## src/rtl/sprite_pkg.sv

```systemverilog
// Shared sprite bitmap definitions: command opcodes, writer FSM states and default geometry.
// Imported by the bitmap writer and by the drawers that read the same RAMs.
package sprite_pkg;

  localparam int unsigned SPRITE_WIDTH_X  = 16;
  localparam int unsigned SPRITE_HEIGHT_Y = 16;
  localparam int unsigned SPRITE_ADDR_W   = $clog2(SPRITE_WIDTH_X * SPRITE_HEIGHT_Y);

  localparam logic [7:0] TRANSPARENT_ENCODING = 8'hFF;

  typedef enum logic [1:0] {
    OP_LOAD  = 2'd0,
    OP_FILL  = 2'd1,
    OP_ERASE = 2'd2,
    OP_RSVD  = 2'd3
  } sprite_op_e;

  typedef enum logic [2:0] {
    StIdle,
    StLoad,
    StFill,
    StErase,
    StErr
  } sprite_state_e;

endpackage

```

## src/rtl/xy_scan_counter.sv

```systemverilog
// Row-major x/y scan over an inclusive rectangle latched at start.
// last_next flags that the next step lands on the final element.
module xy_scan_counter #(
  parameter int unsigned XW = $clog2(sprite_pkg::SPRITE_WIDTH_X),
  parameter int unsigned YW = $clog2(sprite_pkg::SPRITE_HEIGHT_Y)
) (
  input  logic          clk,
  input  logic          resetN,
  input  logic          start,
  input  logic          step,
  input  logic [XW-1:0] x0,
  input  logic [YW-1:0] y0,
  input  logic [XW-1:0] x1,
  input  logic [YW-1:0] y1,
  output logic [XW-1:0] x,
  output logic [YW-1:0] y,
  output logic          last,
  output logic          last_next
);

  logic [XW-1:0] x_q, x0_q, x1_q, x_nx;
  logic [YW-1:0] y_q, y1_q, y_nx;

  always_comb begin
    x_nx = x_q + XW'(1);
    y_nx = y_q;
    if (x_q == x1_q) begin
      x_nx = x0_q;
      y_nx = y_q + YW'(1);
    end
  end

  always_ff @(posedge clk) begin
    if (!resetN) begin
      x_q  <= '0;
      y_q  <= '0;
      x0_q <= '0;
      x1_q <= '0;
      y1_q <= '0;
    end else if (start) begin
      x_q  <= x0;
      y_q  <= y0;
      x0_q <= x0;
      x1_q <= x1;
      y1_q <= y1;
    end else if (step) begin
      x_q <= x_nx;
      y_q <= y_nx;
    end
  end

  assign x         = x_q;
  assign y         = y_q;
  assign last      = (x_q == x1_q) && (y_q == y1_q);
  assign last_next = (x_nx == x1_q) && (y_nx == y1_q);

endmodule

```

## src/rtl/sprite_bitmap_writer.sv

```systemverilog
// Write-side engine for sprite bitmap RAMs: LOAD from a pixel stream, FILL with one colour,
// or ERASE a rectangle to transparent. All outputs come straight from flops.
module sprite_bitmap_writer #(
  parameter int unsigned WIDTH_X              = sprite_pkg::SPRITE_WIDTH_X,
  parameter int unsigned HEIGHT_Y             = sprite_pkg::SPRITE_HEIGHT_Y,
  parameter logic [7:0]  TRANSPARENT_ENCODING = sprite_pkg::TRANSPARENT_ENCODING,
  localparam int unsigned XW = $clog2(WIDTH_X),
  localparam int unsigned YW = $clog2(HEIGHT_Y),
  localparam int unsigned AW = $clog2(WIDTH_X * HEIGHT_Y)
) (
  input  logic          clk,
  input  logic          resetN,
  input  logic          cmd_valid,
  output logic          cmd_ready,
  input  logic [1:0]    cmd_op,
  input  logic [7:0]    cmd_color,
  input  logic [XW-1:0] cmd_x0,
  input  logic [YW-1:0] cmd_y0,
  input  logic [XW-1:0] cmd_x1,
  input  logic [YW-1:0] cmd_y1,
  input  logic          px_valid,
  output logic          px_ready,
  input  logic [7:0]    px_data,
  output logic          wr_en,
  output logic [AW-1:0] wr_addr,
  output logic [7:0]    wr_data,
  output logic          busy,
  output logic          done,
  output logic          err
);

  import sprite_pkg::*;

  sprite_state_e state_q, state_d;
  sprite_op_e    op;

  logic cmd_ready_q, cmd_ready_d, px_ready_q, px_ready_d, busy_q, busy_d;
  logic wr_en_q, wr_en_d, done_q, done_d, err_q, err_d;
  logic [7:0] wr_data_q, wr_data_d, color_q, color_d;

  logic          cnt_start, cnt_step, cnt_last, cnt_last_next;
  logic [XW-1:0] cnt_x0, cnt_x1, cnt_x;
  logic [YW-1:0] cnt_y0, cnt_y1, cnt_y;

  logic cmd_hs, px_hs, rect_bad, pix_last;

  assign op       = sprite_op_e'(cmd_op);
  assign cmd_hs   = cmd_valid && cmd_ready_q;
  assign px_hs    = px_valid && px_ready_q;
  assign rect_bad = (cmd_x0 > cmd_x1) || (cmd_y0 > cmd_y1);
  // While the previous pixel is being written the counter still points at it.
  assign pix_last = wr_en_q ? cnt_last_next : cnt_last;

  xy_scan_counter #(
    .XW (XW),
    .YW (YW)
  ) u_scan (
    .clk       (clk),
    .resetN    (resetN),
    .start     (cnt_start),
    .step      (cnt_step),
    .x0        (cnt_x0),
    .y0        (cnt_y0),
    .x1        (cnt_x1),
    .y1        (cnt_y1),
    .x         (cnt_x),
    .y         (cnt_y),
    .last      (cnt_last),
    .last_next (cnt_last_next)
  );

  always_ff @(posedge clk) begin
    if (!resetN) begin
      state_q     <= StIdle;
      cmd_ready_q <= 1'b1;
      px_ready_q  <= 1'b0;
      busy_q      <= 1'b0;
      wr_en_q     <= 1'b0;
      wr_data_q   <= '0;
      done_q      <= 1'b0;
      err_q       <= 1'b0;
      color_q     <= '0;
    end else begin
      state_q     <= state_d;
      cmd_ready_q <= cmd_ready_d;
      px_ready_q  <= px_ready_d;
      busy_q      <= busy_d;
      wr_en_q     <= wr_en_d;
      wr_data_q   <= wr_data_d;
      done_q      <= done_d;
      err_q       <= err_d;
      color_q     <= color_d;
    end
  end

  always_comb begin
    state_d = state_q;
    case (state_q)
      StIdle: begin
        if (cmd_hs) begin
          case (op)
            OP_LOAD:  state_d = StLoad;
            OP_FILL:  state_d = StFill;
            OP_ERASE: state_d = rect_bad ? StErr : StErase;
            default:  state_d = StErr;
          endcase
        end
      end
      StLoad:          if (done_q) state_d = StIdle;
      StFill, StErase: if (cnt_last) state_d = StIdle;
      StErr:           state_d = StIdle;
      default:         state_d = StIdle;
    endcase
  end

  always_comb begin
    cmd_ready_d = (state_d == StIdle);
    busy_d      = (state_d != StIdle);
    px_ready_d  = 1'b0;
    wr_en_d     = 1'b0;
    wr_data_d   = '0;
    done_d      = 1'b0;
    err_d       = 1'b0;
    color_d     = color_q;
    // Re-arming at zero keeps wr_addr at 0 whenever the FSM sits in IDLE.
    cnt_start   = (state_d == StIdle);
    cnt_step    = 1'b0;
    cnt_x0      = '0;
    cnt_y0      = '0;
    cnt_x1      = '0;
    cnt_y1      = '0;
    case (state_q)
      StIdle: begin
        if (cmd_hs) begin
          color_d = cmd_color;
          cnt_x1  = XW'(WIDTH_X - 1);
          cnt_y1  = YW'(HEIGHT_Y - 1);
          case (state_d)
            StLoad: begin
              cnt_start  = 1'b1;
              px_ready_d = 1'b1;
            end
            StFill: begin
              cnt_start = 1'b1;
              wr_en_d   = 1'b1;
              wr_data_d = cmd_color;
            end
            StErase: begin
              cnt_start = 1'b1;
              cnt_x0    = cmd_x0;
              cnt_y0    = cmd_y0;
              cnt_x1    = cmd_x1;
              cnt_y1    = cmd_y1;
              wr_en_d   = 1'b1;
              wr_data_d = TRANSPARENT_ENCODING;
              done_d    = (cmd_x0 == cmd_x1) && (cmd_y0 == cmd_y1);
            end
            default: err_d = 1'b1;
          endcase
        end
      end
      StLoad: begin
        px_ready_d = px_ready_q && !(px_hs && pix_last);
        wr_en_d    = px_hs;
        wr_data_d  = px_hs ? px_data : 8'h00;
        done_d     = px_hs && pix_last;
        cnt_step   = wr_en_q && !cnt_last;
      end
      StFill, StErase: begin
        if (!cnt_last) begin
          cnt_step  = 1'b1;
          wr_en_d   = 1'b1;
          wr_data_d = (state_q == StFill) ? color_q : TRANSPARENT_ENCODING;
          done_d    = cnt_last_next;
        end
      end
      default: ;
    endcase
  end

  assign cmd_ready = cmd_ready_q;
  assign px_ready  = px_ready_q;
  assign busy      = busy_q;
  assign wr_en     = wr_en_q;
  assign wr_data   = wr_data_q;
  assign done      = done_q;
  assign err       = err_q;
  assign wr_addr   = AW'({cnt_y, cnt_x});

endmodule

```

## config.mk

```make
export PLATFORM = sky130hd
export DESIGN_NAME = sprite_bitmap_writer
export DESIGN_NICKNAME = d
export VERILOG_FILES = /design/src/rtl/sprite_pkg.sv /design/src/rtl/xy_scan_counter.sv /design/src/rtl/sprite_bitmap_writer.sv
export SDC_FILE = /design/constraint.sdc
export NUM_CORES = 1
export LEC_CHECK = 0
export BUFFER_PORTS_ARGS = -buffer_cell sky130_fd_sc_hd__buf_4
export CORE_AREA = 2 2 83 85
export CTS_BUF_LIST = sky130_fd_sc_hd__clkbuf_2 sky130_fd_sc_hd__clkbuf_4 sky130_fd_sc_hd__clkbuf_8
export CTS_CLUSTER_SIZE = 40
export DETAILED_ROUTE_END_ITERATION = 6
export DIE_AREA = 0 0 85 87
export PLACE_DENSITY = 0.6
export SKIP_LAST_GASP = 1
export SYNTH_ARGS = -nofsm -noshare
export SYNTH_HDL_FRONTEND = slang
export SYNTH_SLANG_ARGS = --single-unit
```

## constraint.sdc

```tcl
create_clock -name clk -period 2.6 [get_ports clk]
set_input_delay 0.65 -clock clk [delete_from_list [all_inputs] [get_ports clk]]
set_output_delay 0.65 -clock clk [all_outputs]
set_load 0.02 [all_outputs]
```

==> results.tsv <==
stage	metric	value	unit
route	totalWireLength	7640	microns
timing	setup_tns	0	ns
yosys	synth_top_cells_by_count	45 x dfxtp_1, 44 x nand2_1, 17 x a21oi_1	
place	placedCellCount	473	
grt	antenna_found_initial	0	
place	dp_hpwl	5670	microns
timing	worst-slew-pin-transition	0.690	ns
timing	finalCriticalPeriod	2.48	ns
yosys	avgSynthCellArea	8.23	sq um
clocking	cts_tree	built	
layout	area_growth	35.3	%
route	routedWlPerCell	15.8	microns
floorplan	die_h	87	microns
worst_hold_path	min_path_type	reg2reg	
clocking	clk_latency	0.31	ns
route	first_pass_iters	4	
timing	setup_viol	0	
setup_path	cp_max_fo	8	
place	portBuffers	59	
route	via_per_inst	5.42	
setup_path	critPathMostFrequentCell	buf_4	
yosys	ys_ff_latch	45	
setup_path	path_cells	xor2_1, buf_4, nor4_4, buf_4, a21oi_2, or3_1, a21boi_1, and2_4, a221o_1	
yosys	synth_area	2560	sq um
yosys	seq_area_frac_synth	0.352	
setup_path	worstPathRequired	2.79	ns
layout	layout.nets	449	
timing	holdWs	0.465	ns
layout	stdcell_count	482	
floorplan	fp.coreArea	6570	sq um
route	vias	2611	
timing	slew_violations	0	
yosys	synth_warnings	0	
yosys	synth_top_area_cell	dfxtp_1	
yosys	yosysMostFrequentCell	dfxtp_1	
timing	grt_setup_unrepaired	true	
grt	gr-total-overflow	0	
setup_path	slowest_stage	dfxtp_1	
floorplan	die_x	85	microns
setup_path	critPathMaxStageDelay	0.42	ns
grt	grt_first_pass_wirelength	12400	microns
route	drtIter0Drc	157	
place	gp_congestion	0.869	
yosys	async_flop_share	0	
yosys	netlist.area_leader.share	0.352	
layout	layout-drive-gt1-share	0.299	
grt	gr-usage-all-layers	0.213	
floorplan	initial_core_util	0.390	
setup_path	crit_type	reg2reg	
clocking	cts_root_buffer	clkbuf_8	
flow_run	drv_cap	0	
clocking	htree_levels	2	
route	drc_errors	0	
clocking	numCtsBuffers	5	
run_status	run_status	complete, no violations	
layout	diodes	0	
floorplan	num_rows	30	
route	antenna_left	0	
clocking	numClockSinks	45	
setup_path	critPathLaunchType	flop	
timing	finalClockSkew	0.0147	ns
grt	grt_max_degree	28	
clocking	clk_pin_slew	0.10	ns
yosys	netlist_top_cells_area	dfxtp_1 35%, nand2_1 6.5%, ha_1 4.9%, xnor2_1 3.8%, a21boi_0 3.5%	
setup_path	worstPathArrival	2.67	ns
yosys	ys.flop_type	dfxtp_1	
setup_path	critPathCaptureType	flop	
pwr	vdd_drop_max	0.375	mV
timing	slew_headroom	0.538	
yosys	synth_nets	359	
yosys	synth.distinct_cells	52	
layout	finalCoreUtilization	0.527	
clocking	clock_path_buffers	2	
timing	timing.final.hold_violations	0	
pwr	powerDensity	739	nW/um^2
yosys	synth_edf_count	0	
layout	n_fill_cell	646	
floorplan	io_pins	60	
floorplan	dieArea	7400	sq um
grt	grt_pass1_vias	2534	
timing	clock.fmax	403	MHz
timing	min_period_over_period	0.954	
pwr	finalPower	2.56	mW
pwr	p_leak	1.53	nW
yosys	synthCells	311	
==> critical path, delay by kind of cell (launching register included) <==
| kind | cells | cell delay [ns] |
|---|---|---|
| AOI/OAI and AO/OA | 3 | 0.59 |
| xor gates and xnor gates | 1 | 0.12 |
| buffers and inverters | 2 | 0.35 |
| DFF | 1 | 0.42 |
| and+or+nand+nor | 3 | 0.88 |
==> placed cells by master (no fill, tap or decap), drive strengths merged, types with 2 or more instances in the layout <==
cell    netlist  layout
xnor2        11      11
or4           2       2
a211oi        2       2
o41ai         3       3
o22ai         9       9
inv          14      16
nand2b        3       3
o31ai         6       6
a21boi       13      13
nor4          5       5
a21oi        18      18
a221o         8       8
a22oi         4       4
nor2b         7       7
nand2        44      44
xor2          6       6
buf           6     100
o211a         3       3
nor3b         3       3
nand4         3       3
ha           10      10
and2          3       3
dfxtp        45      45
nand3        14      14
o211ai        6       6
a21o          2       2
o21ai        14      14
nor3          8       8
or3           2       2
nor2         13      13
clkbuf       11       5
==> stage by stage <==
stage          area [sq um]  setup slack (ns)
3_3_place_gp           3340            -0.128
5_1_grt                3460           -0.0371
6_report               3460             0.119
4_1_cts                3440            0.0661
2_1_floorplan          2570            0.0277
3_5_place_dp           3340            -0.184
==> state kept, by name, indices dropped and copies added, names as in the netlist <==
| name | flops |
|---|---|
| color_q | 8 |
| wr_data | 8 |
| u_scan.x0_q | 4 |
| u_scan.x1_q | 4 |
| u_scan.x | 4 |
| u_scan.y1_q | 4 |
| u_scan.y | 4 |
| state_q | 3 |
| busy | 1 |
| cmd_ready | 1 |
| done | 1 |
| err | 1 |
| px_ready | 1 |
| wr_en | 1 |
==> routing by layer <==
metal / vias to the layer above / routed length, microns / track usage
met5: - / 0 / 0
met4: 0 / 108 / 0.0707
met3: 11 / 408 / 0.0379
met2: 68 / 3780 / 0.359
met1: 1219 / 3340 / 0.275
li1: 1313 / - / -
==> path summary, 6_finish.rpt <==
kind	slack (ns)	to	start	cells past startpoint
worst max-delay path	0.12	u_scan.x1_q[1]	u_scan.x1_q[3]	9
worst min-delay path	0.47	color_q[5]	color_q[5]	2
worst max register to register	0.12	u_scan.x1_q[1]	u_scan.x1_q[3]	9
worst min register to register	0.47	color_q[5]	color_q[5]	2
==> cell type report <==
cell class | count | area (sq um) | area share
well taps | 80 | 100 | 0.0289
multi-input cells | 235 | 1550 | 0.449
inverters | 14 | 52.6 | 0.0152
clock inverters | 3 | 25.0 | 0.00722
flip-flops and latches | 45 | 901 | 0.260
repair buffers | 100 | 763 | 0.220
clock buffers | 5 | 68.8 | 0.0199
==> timing repair <==
action,4_1_cts,5_1_grt
setup buffers,0,1
setup endpoints to repair,0,15
gates resized for setup,0,4
hold buffers,0,0
==> kinds of logic after synthesis <==
family,share of synthesized area
and+or+nand+nor,0.222
AOI/OAI and AO/OA,0.259
DFF,0.352
buffers and inverters,0.0518
xor gates and xnor gates,0.0582
adders and majority gates,0.0489
muxes,0.00831
==> report_power, final <==
group	leakage, nW	switching (mW)	internal (mW)	total, mW
Clock	0.0452	0.276	0.196	0.473
Sequential	0.367	0.0635	0.776	0.840
Combinational	1.12	0.691	0.559	1.25
Total	1.53	1.03	1.53	2.56
Note: power is estimated with default switching activity, not from simulation.
